--- src/rtl/gpc_pkg.sv ---
`default_nettype none
// +----------------------------------------------------------------------+
// | Module  : gpc_pkg                                                    |
// | Brief   : Shared widths, column weights and input bundle for GPCs.   |
// | Rev     : 1.0                                                        |
// +----------------------------------------------------------------------+
package gpc_pkg;

  localparam int GPC2311_IN_W  = 7;
  localparam int GPC2311_OUT_W = 5;

  localparam int W0 = 1;
  localparam int W1 = 2;
  localparam int W2 = 4;
  localparam int W3 = 8;

  // Packed so that bit 0 is src0 and bits 6:5 are src3.
  typedef struct packed {
    logic [1:0] src3;
    logic [2:0] src2;
    logic       src1;
    logic       src0;
  } gpc2311_in_t;

endpackage
`default_nettype wire

--- src/rtl/gpc_full_adder.sv ---
`default_nettype none
// +----------------------------------------------------------------------+
// | Module  : gpc_full_adder                                             |
// | Brief   : Combinational 3:2 counter (sum and carry of three bits).   |
// | Rev     : 1.0                                                        |
// +----------------------------------------------------------------------+
module gpc_full_adder (
  input  logic a,
  input  logic b,
  input  logic ci,
  output logic s,
  output logic co
);

  assign s  = a ^ b ^ ci;
  assign co = (a & b) | (a & ci) | (b & ci);

endmodule
`default_nettype wire

--- src/rtl/gpc2311_5_reg.sv ---
`default_nettype none
// +----------------------------------------------------------------------+
// | Module  : gpc2311_5_reg                                              |
// | Brief   : Registered (2,3,1,1;5) parallel counter, optional in reg.  |
// | Rev     : 1.0                                                        |
// +----------------------------------------------------------------------+
module gpc2311_5_reg
  import gpc_pkg::*;
#(
  parameter int IN_REG = 0
) (
  input  logic                     clk,
  input  logic                     rst,
  input  logic                     in_valid,
  input  logic                     src0,
  input  logic                     src1,
  input  logic [2:0]               src2,
  input  logic [1:0]               src3,
  output logic [GPC2311_OUT_W-1:0] dst,
  output logic                     out_valid
);

  gpc2311_in_t              w_in;
  gpc2311_in_t              w_stage;
  logic                     w_stage_valid;
  logic                     w_sa;
  logic                     w_ca;
  logic                     w_sb;
  logic                     w_cb;
  logic [GPC2311_OUT_W-1:0] w_dst_next;
  logic [GPC2311_OUT_W-1:0] r_dst;
  logic                     r_out_valid;

  assign w_in = '{src3: src3, src2: src2, src1: src1, src0: src0};

  generate
    if (IN_REG != 0) begin : g_in_reg
      gpc2311_in_t r_in;
      logic        r_in_valid;

      always_ff @(posedge clk or posedge rst) begin
        if (rst) begin
          r_in       <= '0;
          r_in_valid <= 1'b0;
        end else begin
          r_in       <= w_in;
          r_in_valid <= in_valid;
        end
      end

      assign w_stage       = r_in;
      assign w_stage_valid = r_in_valid;
    end else begin : g_no_in_reg
      assign w_stage       = w_in;
      assign w_stage_valid = in_valid;
    end
  endgenerate

  // Weight-4 column reduces to sA plus a carry into the weight-8 column.
  gpc_full_adder u_fa_a (
    .a  (w_stage.src2[0]),
    .b  (w_stage.src2[1]),
    .ci (w_stage.src2[2]),
    .s  (w_sa),
    .co (w_ca)
  );

  gpc_full_adder u_fa_b (
    .a  (w_stage.src3[0]),
    .b  (w_stage.src3[1]),
    .ci (w_ca),
    .s  (w_sb),
    .co (w_cb)
  );

  assign w_dst_next = {w_cb, w_sb, w_sa, w_stage.src1, w_stage.src0};

  // Data register is clock-enabled by valid; the valid flag always loads.
  always_ff @(posedge clk or posedge rst) begin
    if (rst) begin
      r_dst       <= '0;
      r_out_valid <= 1'b0;
    end else begin
      if (w_stage_valid) begin
        r_dst <= w_dst_next;
      end
      r_out_valid <= w_stage_valid;
    end
  end

  assign dst       = r_dst;
  assign out_valid = r_out_valid;

endmodule
`default_nettype wire

--- config.mk ---
export PLATFORM = sky130hd
export DESIGN_NAME = gpc2311_5_reg
export DESIGN_NICKNAME = d
export VERILOG_FILES = /design/src/rtl/gpc_pkg.sv /design/src/rtl/gpc_full_adder.sv /design/src/rtl/gpc2311_5_reg.sv
export SDC_FILE = /design/constraint.sdc
export NUM_CORES = 1
export LEC_CHECK = 0
export CORE_AREA = 10 10 47 49
export CTS_CLUSTER_SIZE = 14
export DETAILED_ROUTE_END_ITERATION = 8
export DIE_AREA = 0 0 57 59
export SKIP_CTS_REPAIR_TIMING = 1
export SYNTH_ARGS = -nofsm -noshare
export SYNTH_HDL_FRONTEND = slang
export SYNTH_HIERARCHICAL = 1
export SYNTH_SLANG_ARGS = --single-unit
--- constraint.sdc ---
create_clock -name clk -period 0.9 [get_ports clk]
set_input_delay 0.18 -clock clk [delete_from_list [all_inputs] [get_ports clk]]
set_output_delay 0.18 -clock clk [all_outputs]
set_load 0.03 [all_outputs]
==> results_dict.tcl <==
set metrics [dict create \
    wire_per_inst_um 16.4 \
    insertion_delay_ns 0.24 \
    routed_via_density 4.00 \
    crit_path_end_kind "flip-flop" \
    cts-root-buf "clkbuf_4" \
    core_area_mm2 0.00140 \
    antenna_left 0 \
    maxCapViolations 0 \
    initial_utilization_pct 17.9 \
    use_met2_pct 7.13 \
    grt_pass1_wl_um 1260 \
    die_area_mm2 0.00336 \
    path_max_fanout 1 \
    rsz0062_at_grt "yes" \
    cp_cell_sequence "buf_6 -> fa_2 -> fa_2 -> mux2_4" \
    slowest_delay_ns 0.41 \
    total_power_mw 0.908 \
    seq_area_frac_synth_pct 60.0 \
    netlist_area_um2 250 \
    drive_gt1_share_pct 61.8 \
    status "finished, violations left" \
    clockPowerShare_pct 28.4 \
    chipHeight_um 59 \
    failed_checks "setup timing" \
    netlist.area_leader.share_pct 60.0 \
    multi_input_area_um2 109 \
    track_usage_pct 5.33 \
    final_cell_mix "6 x dfrtp_1, 6 x buf_6" \
    synthAdderAreaFrac_pct 16.0 \
    finalHoldViolCount 0 \
    seqCellArea_um2 150 \
    crit_family "adder cells" \
    place_inst 45 \
    crit_type "primary input to flip-flop" \
    cp.buffers_inverters 1 \
    drc 0 \
    finalCritPeriodShare_pct 132 \
    clock_sinks 6 \
    synth_cell_type_count 4 \
    firstDrtPassIters 1 \
    synthTopCellsByArea "dfrtp_1 60%, mux2_2 23%, fa_1 16%" \
    syn_inst 14 \
    drtIter0Drc 0 \
    cp_slowest_cell "fa_2" \
    hp-class "primary input to asynchronous set/reset pin" \
    io_buffer_count 15 \
    fillers 147 \
    ios 16 \
    combPwrFrac_pct 34.6 \
    cpMostUsedCell "fa_2" \
    ys_ff_latch 6 \
    ctsHtreeMaxLevel 1 \
    whs_ns 0.145 \
    synthMuxAreaShare_pct 22.5 \
    worstSetupStartpointType "primary input" \
    seqPwrFrac_pct 37.0 \
    nNetsFinal 48 \
    syn2layout_area_growth_pct 94.0 \
    cts_tree "built" \
    worst_slack_ns -0.291 \
    worst_pin_slew_ns 0.334 \
    synth_xor_area_share_pct 0 \
    synthSimpleGateAreaFrac_pct 0 \
    cts.clk_slew.worst_paths_ns 0.05 \
    final_cells 50 \
    gr-usage-met1_pct 4.64 \
    worst-endpoint-arrival_ns 1.33 \
    skew_ns 0 \
    worst_ep_required_time_ns 1.04 \
    place_ws_ns -0.921 \
    power.leakage_nw 0.245 \
    routed_wl_um 822 \
    syn_nets 26 \
    p_sw_mw 0.271 \
    ys_warn_count 6 \
    finalCriticalPeriod_ns 1.19 \
    cts_buffers 3 \
    diodes 0 \
    yosysTopAreaCell "dfrtp_1" \
    vias 200 \
    row_count 14 \
    slew_headroom_pct 77.7 \
    fmax_ghz 0.839 \
    clk_path_buf_depth 2 \
    antenna_found_initial 0 \
    synth-compound-area-share_pct 0 \
    vdd_drop_max_v 0.00128 \
    synth_top_family_by_area "multiplexers" \
    grt_max_degree 7 \
    first_global_vias 243 \
    p_int_mw 0.637 \
    avgSynthCellArea_um2 17.9 \
    final_max_slew_viol_count 0 \
    power_density_mw_per_mm2 1870 \
    gp_congestion 0.781 \
    die_w_um 57 \
    grt-busiest-layer "met2" \
    swShare_pct 29.9 \
    met3_usage_pct 6.87 \
    overflow 0 \
    final-setup-viol-count 8 \
]
## sequential cells by signal (all words and copies together) (netlist names)
name       flops
dst            5
out_valid      1
## cells by family after synthesis
logic type / count (synthesis)
adders and majority gates: 2
muxes: 5
buffers and inverters: 1
DFF: 6
## area by class of cell
cell class	instances	share of cell area [%]
Clock buffer	3	4.64
Tap cell	16	4.12
Inverter	1	0.773
Sequential cell	6	30.9
Timing Repair Buffer	17	37.1
Multi-Input combinational cell	7	22.4
## power by group through the flow
stage	clock network [mW]	logic, mW	registers (mW)
after floorplan	0	0.0478	0.403
after global placement	0	0.256	0.331
after detailed placement	0	0.265	0.335
after CTS	0.277	0.266	0.331
after global routing	0.298	0.336	0.342
final	0.258	0.314	0.336
## path summary, 6_finish.rpt
| check | endpoint | cells past startpoint | slack, ns | start |
|---|---|---|---|---|
| hold reg to reg | dst[1]$_DFFE_PP0P_ | 1 | 0.55 | dst[1]$_DFFE_PP0P_ |
| setup reg to reg | dst[3]$_DFFE_PP0P_ | 2 | 0.01 | dst[3]$_DFFE_PP0P_ |
| setup / recovery | dst[3]$_DFFE_PP0P_ | 4 | -0.29 | src2[2] |
| hold / removal | dst[4]$_DFFE_PP0P_ | 2 | 0.14 | rst |
| min in group clk | out_valid$_DFF_PP0_ | 1 | 0.24 | in_valid |
| max in group asynchronous | dst[2]$_DFFE_PP0P_ | 2 | 0.55 | rst |
## Yosys cell counts
library cell,instances
mux2_2,5
inv_1,1
dfrtp_1,6
fa_1,2
## routing by layer
layer / wire [µm] / vias to the layer above / part of all wire, %
met5: 0 / - / 0
met4: 11 / 0 / 1.3
met3: 173 / 2 / 21
met2: 312 / 25 / 38
met1: 325 / 87 / 40
li1: - / 86 / -
## metrics by stage
stage	cell area [µm²]	utilization (%)	setup TNS, ns
after detailed placement	423	30.2	-3.26
after global placement	423	30.2	-3.02
after CTS	445	31.8	-2.42
after global routing	485	34.6	-1.14
final	485	34.6	-0.857
after floorplan	255	-	-0.849
(Power assumes the default switching activity.)
